File: src/rtl/io_port_bridge.sv
// io_port_bridge: pair of small FIFOs between a host link and the
// processor input_IO / output_IO registers, with sticky error flags.
//
// Ports
//   clk, reset           clock; asynchronous active-low reset
//   host_in_*            host -> input FIFO (valid/ready push side)
//   input_IO, cpu_in_re  input FIFO head to processor; pop strobe
//   output_IO,cpu_out_we processor word and push strobe -> output FIFO
//   host_out_*           output FIFO -> host (valid/ready pop side)
//   in_count,out_count   FIFO occupancy
//   in_underflow         sticky: pop attempted on empty input FIFO
//   out_overflow         sticky: push attempted on full output FIFO
//   clr_err              synchronous clear of both sticky flags
module io_port_bridge #(
  parameter int WIDTH = 16,
  parameter int DEPTH = 4
) (
  input  logic                   clk,
  input  logic                   reset,
  input  logic [WIDTH-1:0]       host_in_data,
  input  logic                   host_in_valid,
  output logic                   host_in_ready,
  output logic [WIDTH-1:0]       input_IO,
  input  logic                   cpu_in_re,
  input  logic [WIDTH-1:0]       output_IO,
  input  logic                   cpu_out_we,
  output logic [WIDTH-1:0]       host_out_data,
  output logic                   host_out_valid,
  input  logic                   host_out_ready,
  output logic [$clog2(DEPTH):0] in_count,
  output logic [$clog2(DEPTH):0] out_count,
  output logic                   in_underflow,
  output logic                   out_overflow,
  input  logic                   clr_err
);

  localparam int PW = $clog2(DEPTH);
  localparam int CW = PW + 1;
  localparam logic [CW-1:0] FULL = CW'(DEPTH);
  localparam logic [PW-1:0] PONE = PW'(1);
  localparam logic [CW-1:0] CONE = CW'(1);

  // storage (not reset; occupancy alone defines validity)
  logic [WIDTH-1:0] in_mem_q  [DEPTH];
  logic [WIDTH-1:0] out_mem_q [DEPTH];

  logic [PW-1:0] in_wr_ptr_q,  in_wr_ptr_d;
  logic [PW-1:0] in_rd_ptr_q,  in_rd_ptr_d;
  logic [CW-1:0] in_count_q,   in_count_d;
  logic [PW-1:0] out_wr_ptr_q, out_wr_ptr_d;
  logic [PW-1:0] out_rd_ptr_q, out_rd_ptr_d;
  logic [CW-1:0] out_count_q,  out_count_d;
  logic          in_underflow_q, in_underflow_d;
  logic          out_overflow_q, out_overflow_d;

  logic in_full, in_empty, in_push, in_pop, in_err;
  logic out_full, out_empty, out_push, out_pop, out_err;

  // ---------------- input FIFO ----------------
  always_comb begin
    in_full  = (in_count_q == FULL);
    in_empty = (in_count_q == '0);
    // ready also drops while reset is held
    host_in_ready = reset & ~in_full;
    in_push  = host_in_valid & host_in_ready;
    in_pop   = cpu_in_re & ~in_empty;
    in_err   = cpu_in_re & in_empty;
  end

  always_comb begin
    in_wr_ptr_d = in_wr_ptr_q;
    in_rd_ptr_d = in_rd_ptr_q;
    in_count_d  = in_count_q;
    if (in_push) in_wr_ptr_d = in_wr_ptr_q + PONE;
    if (in_pop)  in_rd_ptr_d = in_rd_ptr_q + PONE;
    unique case ({in_push, in_pop})
      2'b10:   in_count_d = in_count_q + CONE;
      2'b01:   in_count_d = in_count_q - CONE;
      default: in_count_d = in_count_q;
    endcase
  end

  always_ff @(posedge clk) begin
    if (in_push) in_mem_q[in_wr_ptr_q] <= host_in_data;
  end

  assign input_IO = in_empty ? '0 : in_mem_q[in_rd_ptr_q];

  // ---------------- output FIFO ----------------
  always_comb begin
    out_full  = (out_count_q == FULL);
    out_empty = (out_count_q == '0);
    out_push  = cpu_out_we & ~out_full;
    out_err   = cpu_out_we & out_full;
    out_pop   = ~out_empty & host_out_ready;
  end

  always_comb begin
    out_wr_ptr_d = out_wr_ptr_q;
    out_rd_ptr_d = out_rd_ptr_q;
    out_count_d  = out_count_q;
    if (out_push) out_wr_ptr_d = out_wr_ptr_q + PONE;
    if (out_pop)  out_rd_ptr_d = out_rd_ptr_q + PONE;
    unique case ({out_push, out_pop})
      2'b10:   out_count_d = out_count_q + CONE;
      2'b01:   out_count_d = out_count_q - CONE;
      default: out_count_d = out_count_q;
    endcase
  end

  always_ff @(posedge clk) begin
    if (out_push) out_mem_q[out_wr_ptr_q] <= output_IO;
  end

  assign host_out_valid = ~out_empty;
  assign host_out_data  = out_empty ? '0 : out_mem_q[out_rd_ptr_q];

  // ---------------- sticky flags ----------------
  // a new error event beats a coincident clear
  always_comb begin
    in_underflow_d = in_underflow_q;
    out_overflow_d = out_overflow_q;
    if (clr_err) begin
      in_underflow_d = 1'b0;
      out_overflow_d = 1'b0;
    end
    if (in_err)  in_underflow_d = 1'b1;
    if (out_err) out_overflow_d = 1'b1;
  end

  // ---------------- state registers ----------------
  always_ff @(posedge clk or negedge reset) begin
    if (!reset) begin
      in_wr_ptr_q    <= '0;
      in_rd_ptr_q    <= '0;
      in_count_q     <= '0;
      out_wr_ptr_q   <= '0;
      out_rd_ptr_q   <= '0;
      out_count_q    <= '0;
      in_underflow_q <= 1'b0;
      out_overflow_q <= 1'b0;
    end else begin
      in_wr_ptr_q    <= in_wr_ptr_d;
      in_rd_ptr_q    <= in_rd_ptr_d;
      in_count_q     <= in_count_d;
      out_wr_ptr_q   <= out_wr_ptr_d;
      out_rd_ptr_q   <= out_rd_ptr_d;
      out_count_q    <= out_count_d;
      in_underflow_q <= in_underflow_d;
      out_overflow_q <= out_overflow_d;
    end
  end

  assign in_count     = in_count_q;
  assign out_count    = out_count_q;
  assign in_underflow = in_underflow_q;
  assign out_overflow = out_overflow_q;

endmodule

File: config.mk
export PLATFORM = sky130hd
export DESIGN_NAME = io_port_bridge
export DESIGN_NICKNAME = d
export VERILOG_FILES = /design/src/rtl/io_port_bridge.sv
export SDC_FILE = /design/constraint.sdc
export NUM_CORES = 1
export LEC_CHECK = 0
export CORE_ASPECT_RATIO = 1.1
export CORE_MARGIN = 5
export CORE_UTILIZATION = 41
export CTS_CLUSTER_DIAMETER = 150
export CTS_CLUSTER_SIZE = 24
export DETAILED_ROUTE_END_ITERATION = 10
export PLACE_DENSITY_LB_ADDON = 0.2
export SYNTH_ARGS = -nofsm -noshare
export SYNTH_HDL_FRONTEND = slang
export SYNTH_SLANG_ARGS = --single-unit
export TNS_END_PERCENT = 50
File: constraint.sdc
create_clock -name clk -period 2.75 [get_ports clk]
set_input_delay 0.275 -clock clk [delete_from_list [all_inputs] [get_ports clk]]
set_output_delay 0.275 -clock clk [all_outputs]
set_load 0.01 [all_outputs]
**Word level (Yosys, flattened, before mapping)**

Memories as Yosys holds them, arrays and structs flattened.
Cells that the tools add are included.

- Word-level logic and storage cells: 52
- Input bits: 39
- Flip-flop bits (word level): 16
- Memories: 2
- Output and inout port bits: 42
- Memory bits (writable): 128

- Bitwise operators: 11
- Reduce and logical (&&, ||, !) cells: 6
- $add $sub $neg: 8
- Eq/ne operators: 6
- Multiplexer cells: 11

Memories:

| name | words | bits a word | rd ports | clocked after Yosys merged registers in | write ports | RTL line | text |
|---|---|---|---|---|---|---|---|
| in_mem_q | 4 | 16 | 1 | 0 | 1 | 44 | `logic [WIDTH-1:0] in_mem_q [DEPTH];` |
| out_mem_q | 4 | 16 | 1 | 0 | 1 | 45 | `logic [WIDTH-1:0] out_mem_q [DEPTH];` |

Operator list:

| operator | number |
|---|---|
| 2-to-1 mux 16 bit | 2 |
| one-hot mux 3 bit (2 select lines) | 2 |
| adder 2 x 1 -> 2 bit (second input constant) | 4 |
| nonzero test 2 bit | 4 |
| bitwise AND 1 bit | 7 |
| 2-to-1 mux 1 bit | 7 |
| adder 3 x 1 -> 3 bit (second input constant) | 2 |
| equality test 3 bit (second input constant) | 2 |
| logical NOT 3 bit | 2 |
| subtractor 3 x 1 -> 3 bit (second input constant) | 2 |
| equality test 2 x 1 -> 1 bit (second input constant) | 2 |
| equality test 2 bit (second input constant) | 2 |
| NOT 1 bit | 4 |

**Depth between registers and ports, before layout**

Gate-level depths: netlist (run 1).

- Word-level depth: 6
- Depth in mapped cells: 9
- Gate-level depth less buffers: 9

**Worst setup path before layout (run 1)**

OpenSTA, ideal clock, no wires.

- Path type: reg-to-reg
- Start point: register out_count_q[1], in the netlist out_count[1]
- End point: register out_count_q[2], in the netlist out_count[2]
- Path buffers: 1
- Cell stages (with the launch flop): 10
- Library setup time: 0.128 ns
- Period minus slack after synthesis: 1.983 ns
- Data arrival time: 1.854 ns
- Data required time: 2.622 ns
- Path slack: 0.767 ns
- Path through: dfrtp_1 or3_1 buf_2 and2_1 ha_1 inv_1 fa_1 xor2_1 nor2_1 xor2_1

- Word-level cells in the longest chain between the ends: 5
- Elaborated cells on any way between the ends: 12
- Those cells by class: add/sub (2); eq/ne (3); mux (1); bitwise (4); reduce/logical (2)

RTL lines:

| what | RTL line | text |
|---|---|---|
| from (decl) | 52 | `logic [CW-1:0] out_count_q, out_count_d;` |
| from (signal assigned) | 148 | `out_count_q <= out_count_d;` |
| logical NOT 3 bit * | 92 | `out_empty = (out_count_q == '0);` |
| NOT 1 bit * | 95 | `out_pop = ~out_empty & host_out_ready;` |
| bitwise AND 1 bit * | 95 |  |
| net out_pop | 57 | `logic out_full, out_empty, out_push, out_pop, out_err;` |
| equality test 2 x 1 -> 1 bit / equality test 2 bit (equally long branches) | 104 | `unique case ({out_push, out_pop})` |
| one-hot mux 3 bit (2 select lines) / nonzero test 2 bit (equally long branches) | -- |  |

Mark *: on every way through the listed nets, which the timed path passes. The rest lies on a longest branch.
A chain may end at the register's enable or synchronous reset.

**Worst setup path after layout (run 1)**

- Start point: register in_rd_ptr_q[0]
- End point: output port input_IO[4]

- Word-level cells in the longest chain between the ends: 2

RTL lines:

| what | RTL line | text |
|---|---|---|
| from (decl) | 48 | `logic [PW-1:0] in_rd_ptr_q, in_rd_ptr_d;` |
| from (signal assigned) | 144 | `in_rd_ptr_q <= in_rd_ptr_d;` |
| memory read (4 x 16 bit) | -- |  |
| 2-to-1 mux 16 bit | 87 | `assign input_IO = in_empty ? '0 : in_mem_q[in_rd_ptr_q];` |
| to (decl) | 23 | `output logic [WIDTH-1:0] input_IO,` |

Every way passes these cells.

==> results of run 1 <==
## Yosys cell counts, drive strengths merged, types with 5 or more instances
master | instances | share of area [%]
inv | 14 | 0.90
dfrtp | 16 | 6.8
buf | 9 | 1.5
nor2b | 13 | 1.4
and2 | 25 | 2.7
ha | 10 | 2.1
mux4 | 32 | 13
xor2 | 7 | 1.0
edfxtp | 128 | 66
nor2 | 5 | 0.32
xnor2 | 5 | 0.75
## sequential cells by signal (all words and copies together), names as in the netlist
signal,count
in_count,3
out_wr_ptr_q,2
out_overflow,1
in_underflow,1
in_mem_q,64
in_rd_ptr_q,2
out_rd_ptr_q,2
in_wr_ptr_q,2
out_mem_q,64
out_count,3
## layout make-up
class / count / share of cell area, %
Sequential cell: 144 / 56.01
Multi-Input combinational cell: 120 / 19.22
Timing Repair Buffer: 96 / 12.48
Clock buffer: 18 / 5.664
Tap cell: 188 / 3.104
Clock inverter: 14 / 2.824
Inverter: 14 / 0.6935
## power by group through the flow
stage | clock (W) | sequential [W] | combinational (W)
floorplan | 0 | 0.00303 | 0.00170
global placement | 0 | 0.00307 | 0.00297
detailed placement | 0 | 0.00309 | 0.00299
CTS | 0.00252 | 0.00305 | 0.00301
global route | 0.00263 | 0.00308 | 0.00318
finish | 0.00247 | 0.00304 | 0.00293
## cells by family (layout without fill, tap and decap cells)
group	Yosys count	in the layout	share of synthesized area [%]
AND/OR/NAND/NOR	55	55	5.713
flip-flops	144	144	72.57
AO/OA/AOI/OAI	6	6	0.6633
multiplexers	35	35	13.91
adder cells (fa/ha/maj)	12	12	2.824
buffers and inverters	25	142	2.525
XOR/XNOR	12	12	1.797
## worst paths after layout
| kind | end | slack (ns) | startpoint |
|---|---|---|---|
| worst max-delay path | input_IO[4] | 0.17 | in_rd_ptr_q[0] |
| worst min-delay path | in_count[1] | 0.22 | reset |
| worst max register to register | out_count[1] | 0.60 | out_count[0] |
| worst min register to register | in_underflow | 0.55 | in_underflow |
| max in group asynchronous | out_rd_ptr_q[0] | 2.33 | reset |
| min in group clk | out_overflow | 0.47 | clr_err |
## metrics by stage
step	area, um^2	instances
after floorplan	5848	289
after global placement	6934	562
after detailed placement	6934	562
after CTS	7577	594
after global routing	7577	594
final	7577	594
## placed cells by master (no fill, tap or decap)
cell,n
clkinvlp_4,6
ha_1,10
mux2_2,2
a21oi_2,1
nand2_1,4
o21ai_0,3
nor2b_1,13
inv_6,1
bufinv_16,5
mux4_1,16
buf_12,2
or3_1,1
clkbuf_16,17
nor2_1,5
and2_1,25
mux2i_1,1
xnor2_1,5
fa_1,2
a21boi_1,1
a21boi_0,1
nand3_1,2
nor3_4,1
clkdlybuf4s50_1,80
clkinv_2,2
inv_1,14
edfxtp_1,128
dfrtp_1,16
buf_4,14
clkbuf_1,1
and2b_1,4
xor2_1,7
mux4_2,16
## critical path: stages (launching register included)
cell and delay [ns]:
dfrtp_1 0.32, buf_4 0.32, mux4_1 0.61, nor2b_1 0.16, clkdlybuf4s50_1 0.48
## metal layers
layer | up-vias | global-route usage, % | share of wire [%]
li1 | 1332 | - | -
met1 | 1451 | 16.50 | 41
met2 | 82 | 22.72 | 51
met3 | 17 | 4.929 | 6.6
met4 | 0 | 6.277 | 2.0
met5 | - | 0 | 0
==> flow_summary.toml, run 1 <==
[worst_setup_path]
critPathCaptureType = "primary output"
reg2reg_depth = 6
required_ns = 2.48
critPathMaxFanout = 18
crit_arrival_ns = 2.31
crit_type = "reg -> out"
start_kind = "flop"

[sta]
fin_ws_ns = 0.1653
finClkSkew_ns = 0.004068
fin_hold_ws_ns = 0.2226
period_minus_slack_ns = 2.585
slew_violations = 0
worst_slew_pin_slew_ns = 0.3573
relSlewSlack_pct = 76.18
hold_viol_final = 0
tns_ns = 0
period_share_pct = 93.99
setup-violations-final = 0
fmax_ghz = 0.3869
rsz0062_at_grt = "false"

[power]
swShare_pct = 27.72
leakage_nw = 2.681
seq_power_share_pct = 36.0
ir_drop_v = 0.0004540
pwr-share-clk_pct = 29.3
power_density_nw_per_um2 = 1113
p_int_w = 0.006095
fin_total_pwr_w = 0.008433
p_sw_w = 0.002338
power.share.combinational_pct = 34.7

[clock_tree]
cts_sinks = 144
cts_tree = "built"
cts_hold_buf = 0
clk_pin_slew_ns = 0.06
htreeDepth = 4
cts_buffers = 17
max-clock-path-buffers = 2
cts-resized-gates = 0
ctsRootBufferMaster = "clkbuf_16"
post_cts_buffers = 0
clock_latency_ns = 0.41

[route]
wl_um = 10680
drt.antenna.violating_nets = 0
vias = 2882
wl_per_cell_um = 17.97
vias_per_cell = 4.852
firstDrtPassIters = 4
route.detailed.drc = 0
drt_iter0_drc = 119

[floorplanning]
die_area_um2 = 16750
die_w_um = 123.9
initial_core_util_pct = 42.05
die_height_um = 135.3
placementRows = 45
core_um2 = 13910
ios = 81

[finish]
fill_cells = 1109
fin_nets = 444
seq_area_um2 = 4244
antenna_cells = 0
multi_input_area_um2 = 1456
finish.utilization_pct = 54.48
layout-drive-gt1-share_pct = 16.50
area_delta_synth_final_pct = 29.57

[place]
hpwl_um = 6948
gp_congestion = 0.6866
io_buffers = 80
pre_cts_ws_ns = 0.5680

[synth]
ys_warn_count = 0
synth_area_um2 = 5848
yosys_most_used_dff = "edfxtp_1"
ys_async_sr_fraction_pct = 11.11
synth_edf_count = 128
ys_types = 27
synth-seq-cells = 144
syn_nets = 340
syn_inst = 289
syn_area_per_cell_um2 = 20.24
ys_seq_area_share_pct = 72.57

[global_routing]
grt_max_degree = 19
grt_use_total_pct = 13.93
gr-total-overflow = 0
grt_pass1_vias = 3063
antenna_found_initial = 0
grt_pass1_wl_um = 16810

[worst_hold_path]
hold_path_class = "in -> async"

[run]
drv_cap = 0

[status]
outcome = "finished, final reports clean"
Note: power is estimated with default switching activity, not from simulation.
==> run 2: changes to the inputs <==
CORE_MARGIN = not set   (was 5)
SETUP_SLACK_MARGIN = 0.15   (was not set)
clock period = 2.35 ns   (was 2.75 ns; I/O delays follow)
==> run 2 against run 1 <==
Hold slack lost 0.0078 ns. Via count grew 1.1%. Core utilization grew 1.0 points. Die area shrank 12%. Critical path type unchanged.
==> flow_summary.toml, run 2 (same netlist as run 1, synthesis figures left out) <==
[status]
outcome = "finished, final reports clean"

[worst_setup_path]
critPathMaxFanout = 5
worstPathCellList = "buf_6 -> buf_8 -> buf_4 -> mux4_2 -> and2_4 -> buf_2"
required_ns = 2.12
crit_type = "reg -> out"
reg2reg_to = "out_count[1]"
start_kind = "flop"
crit_buf_inv = 4
crit_family = "multiplexers"
crit_arrival_ns = 1.95
reg2reg_depth = 6
critPathCaptureType = "primary output"
crit_path_top_delay_cell = "mux4_2"
max_stage_delay_ns = 0.49
r2r_setup_slack_ns = 0.41
r2r_start = "out_count[1]"

[finish]
finish.utilization_pct = 55.48
fill_cells = 1131
mostFrequentLayoutCells = "edfxtp_1 (128), clkdlybuf4s50_1 (47), mux4_2 (27)"
antenna_cells = 0
final_cell_count_no_fill = 614
final_common_cell = "edfxtp_1"
fin_nets = 464
area_delta_synth_final_pct = 31.41
layout-drive-gt1-share_pct = 30.05
reg.largest.list = "in_mem_q (64), out_mem_q (64)"

[power]
leakage_nw = 2.814
power_density_nw_per_um2 = 1307
ir_drop_v = 0.0007705

[floorplanning]
placementRows = 45
die_height_um = 127.3
ios = 81
initial_core_util_pct = 42.22
die_area_um2 = 14750
die_w_um = 115.9
core_um2 = 13850

[place]
io_buffers = 80
hpwl_um = 6511
pre_cts_ws_ns = 0.2710
placed_cells = 565
gp_congestion = 0.6864

[sta]
period_share_pct = 93.07
setup-violations-final = 0
relSlewSlack_pct = 81.75
fin_ws_ns = 0.1629
hold_viol_final = 0
rsz0062_at_grt = "true"
worst_slew_pin_slew_ns = 0.2737
fmax_ghz = 0.4572
tns_ns = 0
slew_violations = 0
period_minus_slack_ns = 2.187
finClkSkew_ns = 0.006408

[global_routing]
grt_pass1_vias = 3184
grt_pass1_wl_um = 16990
gr-total-overflow = 0
grt_use_total_pct = 15.96
grt_max_degree = 19
antenna_found_initial = 0

[clock_tree]
cts_buffers = 17
cts_sinks = 144
clk_pin_slew_ns = 0.06
cts_hold_buf = 0
htreeDepth = 4
max-clock-path-buffers = 2
cts_tree = "built"
clock_latency_ns = 0.41
ctsRootBufferMaster = "clkbuf_16"

[route]
vias_per_cell = 4.748
drt_iter0_drc = 88
drt.antenna.violating_nets = 0
firstDrtPassIters = 4
vias = 2915
wl_um = 10680
route.detailed.drc = 0
wl_per_cell_um = 17.40

[run]
drv_cap = 0

[worst_hold_path]
hold_path_class = "in -> async"
-- run 2: cell count changes in the layout (fill, tap and decap cells not counted), moves of 6 or more --
cell | previous run | this run
mux4_2 | 16 | 27
buf_4 | 14 | 24
dlygate4sd2_1 | 0 | 8
mux4_1 | 16 | 5
buf_6 | 0 | 6
buf_2 | 0 | 15
clkdlybuf4s50_1 | 80 | 47
clkbuf_2 | 0 | 7
-- run 2: through the flow --
| step | cell area [um^2] | hold slack, ns | total power, W |
|---|---|---|---|
| finish | 7685 | 0.2148 | 0.01004 |
| global route | 7685 | 0.2400 | 0.01058 |
| CTS | 7725 | 0.2116 | 0.01016 |
| detailed placement | 6969 | 0.4640 | 0.007102 |
| global placement | 6969 | 0.4630 | 0.007069 |
| floorplan | 5848 | -0.06059 | 0.005532 |
-- run 2: worst max path at each step --
stage                     cells past startpoint            start                 to  slack (ns)
after detailed placement                      8        cpu_in_re        in_count[2]        0.27
after CTS                                     5  out_rd_ptr_q[0]  host_out_data[11]       -0.03
after global placement                        8        cpu_in_re        in_count[2]        0.29
final                                         6  out_rd_ptr_q[0]   host_out_data[2]        0.16
after global routing                          6  out_rd_ptr_q[0]   host_out_data[2]        0.08
after floorplan                               9     out_count[1]       out_count[2]        0.37
-- run 2: cell type report --
cell class              count  area [um^2]  share of cell area (%)
clock inverters            15        232.7                   3.028
well taps                 188        235.2                   3.061
multi-input cells         120         1438                   18.71
flip-flops and latches    144         4245                   55.24
repair buffers            116         1056                   13.74
clock buffers              17        425.4                   5.536
inverters                  14        52.55                  0.6838
-- run 2: power breakdown --
group	switching, W	leakage (nW)	total (W)	internal [W]
Clock	0.00106	0.312	0.00296	0.00190
Combinational	0.00157	1.15	0.00354	0.00196
Sequential	0.000236	1.36	0.00355	0.00331
Total	0.00287	2.81	0.0100	0.00717
-- run 2: timing repair --
item | 4_1_cts | 5_1_grt
gates cloned | 2 | 0
pin swaps | 0 | 1
setup endpoints to repair | 33 | 25
gates resized for setup | 93 | 34
buffers inserted | 14 | 2
-- run 2: routing by layer --
metal  GRT usage (%)  routed length [um]  share of wire (%)  up-vias
met1           19.71                4639                 43     1473
met2           26.86                5452                 51       70
met5               0                   0                  0        -
met4           6.561                 173                1.6        0
met3           3.795                 416                3.9       15
li1                -                   -                  -     1357
==> run 3: changes to the inputs <==
SETUP_SLACK_MARGIN = 0.5   (was 0.15)
==> run 3 against run 2 <==
Via count grew 0.27%. Total power is 1.8% higher. Largest power group is now combinational logic. Hold slack got worse by 0.023 ns. Die area did not move. Final area is 0.77% higher. First-iteration DRC count grew 42%.
==> flow_summary.toml, run 3 (same netlist as run 1, synthesis figures left out) <==
[worst_setup_path]
max_stage_delay_ns = 0.49
critPathCaptureType = "primary output"
worstPathCellList = "buf_6 -> buf_12 -> mux4_2 -> and2b_1 -> buf_2"
crit_path_top_delay_cell = "mux4_2"
reg2reg_depth = 8
reg2reg_to = "out_count[2]"
crit_arrival_ns = 1.85
worstSetupEndpoint = "input_IO[14]"
critPathMaxFanout = 5
crit_type = "reg -> out"
r2r_setup_slack_ns = 0.50
required_ns = 2.12
crit_start = "in_rd_ptr_q[0]"
start_kind = "flop"
r2r_start = "out_count[2]"

[floorplanning]
initial_core_util_pct = 42.22
die_w_um = 115.9
core_um2 = 13850
die_area_um2 = 14750
ios = 81
placementRows = 45
die_height_um = 127.3

[clock_tree]
max-clock-path-buffers = 2
clock_latency_ns = 0.42
clk_pin_slew_ns = 0.06
cts_buffers = 17
htreeDepth = 4
cts_sinks = 144
cts_hold_buf = 0
cts_tree = "built"
ctsRootBufferMaster = "clkbuf_16"

[power]
swShare_pct = 28.73
power_density_nw_per_um2 = 1320
ir_drop_v = 0.0006250
power.share.combinational_pct = 39.2
pwr-share-clk_pct = 26.1
p_sw_w = 0.002937
leakage_nw = 2.830
p_int_w = 0.007284
seq_power_share_pct = 34.7

[worst_hold_path]
hold_path_class = "in -> async"

[global_routing]
grt_use_total_pct = 16.60
antenna_found_initial = 0
met3_usage_pct = 5.408
grt_util_met1_pct = 19.55
grt_max_degree = 19
top_usage_layer = "met2"
grt.met2_usage_pct = 27.52
gr-total-overflow = 0
grt_pass1_wl_um = 17310
grt_pass1_vias = 3168

[sta]
tns_ns = 0
relSlewSlack_pct = 80.36
setup-violations-final = 0
slew_violations = 0
rsz0062_at_grt = "true"
fin_hold_ws_ns = 0.1915
period_minus_slack_ns = 2.083
worst_slew_pin_slew_ns = 0.2947
hold_viol_final = 0
period_share_pct = 88.63
fmax_ghz = 0.4801
finClkSkew_ns = 0.006604

[finish]
mostFrequentLayoutCells = "edfxtp_1 (128), clkdlybuf4s50_1 (47), mux4_2 (31)"
layout-drive-gt1-share_pct = 37.41
antenna_cells = 0
fin_nets = 463
reg.largest.list = "in_mem_q (64), out_mem_q (64)"
area_delta_synth_final_pct = 32.41
final_common_cell = "edfxtp_1"

[route]
drt_iter0_drc = 125
route.detailed.drc = 0
wl_um = 10990
vias = 2923
firstDrtPassIters = 4
drt.antenna.violating_nets = 0
vias_per_cell = 4.768
wl_per_cell_um = 17.92

[place]
hpwl_um = 6853
gp_congestion = 0.7302
io_buffers = 80

[run]
drv_cap = 0

[status]
outcome = "finished, final reports clean"
[run 3: stage by stage]
stage / instance area, um^2 / power, W / setup WS [ns] / utilization (%) / cells
final: 7744 / 0.01022 / 0.2672 / 55.91 / 613
after global routing: 7744 / 0.01077 / 0.2001 / 55.91 / 613
after CTS: 7614 / 0.01003 / 0.2372 / 54.97 / 609
after detailed placement: 6989 / 0.007149 / 0.1526 / 50.46 / 567
after global placement: 6989 / 0.007096 / 0.2203 / 50.46 / 567
after floorplan: 5872 / 0.005570 / 0.4201 / - / 289
[run 3: critical path, delay by kind of cell (launching register included)]
| kind | cells | cell delay [ns] |
|---|---|---|
| mux | 1 | 0.49 |
| flops | 1 | 0.40 |
| buf+inv | 3 | 0.37 |
| simple gates | 1 | 0.18 |
[run 3: repair_timing]
item	CTS	global route
pin swaps	10	6
buffers inserted	7	4
setup endpoints to repair	36	38
gates resized for setup	169	29
cloned	3	0
[run 3: area by class of cell]
cell class,instances,area [um^2]
clock inverter,15,167.7
fill,1120,6107
sequential,144,4250
multi-input combinational,120,1500
timing repair buffer,115,1112
tap,188,235.2
inverter,14,52.55
clock buffer,17,425.4
[run 3: power groups by stage]
stage          Combinational, W  Clock, W  Sequential [W]
2_1_floorplan           0.00203         0         0.00354
4_1_cts                 0.00376   0.00273         0.00355
5_1_grt                 0.00435   0.00282         0.00360
3_5_place_dp            0.00357         0         0.00358
6_report                0.00401   0.00267         0.00355
3_3_place_gp            0.00354         0         0.00355
[run 3: routing by layer]
| layer | wire length [um] | vias up | part of all wire [%] |
|---|---|---|---|
| met2 | 5670 | 76 | 52 |
| met5 | 0 | - | 0 |
| met4 | 188 | 0 | 1.7 |
| met1 | 4515 | 1473 | 41 |
| li1 | - | 1355 | - |
| met3 | 611 | 19 | 5.6 |
[run 3: worst min path at each step]
stage | start | slack [ns] | depth (start not counted) | to
after global placement | out_rd_ptr_q[1] | 0.47 | 1 | out_rd_ptr_q[1]
after CTS | reset | 0.19 | 2 | out_rd_ptr_q[1]
after floorplan | reset | -0.06 | 0 | in_count[0]
final | reset | 0.19 | 2 | out_count[1]
after global routing | reset | 0.22 | 2 | out_count[1]
after detailed placement | out_rd_ptr_q[1] | 0.47 | 1 | out_rd_ptr_q[1]
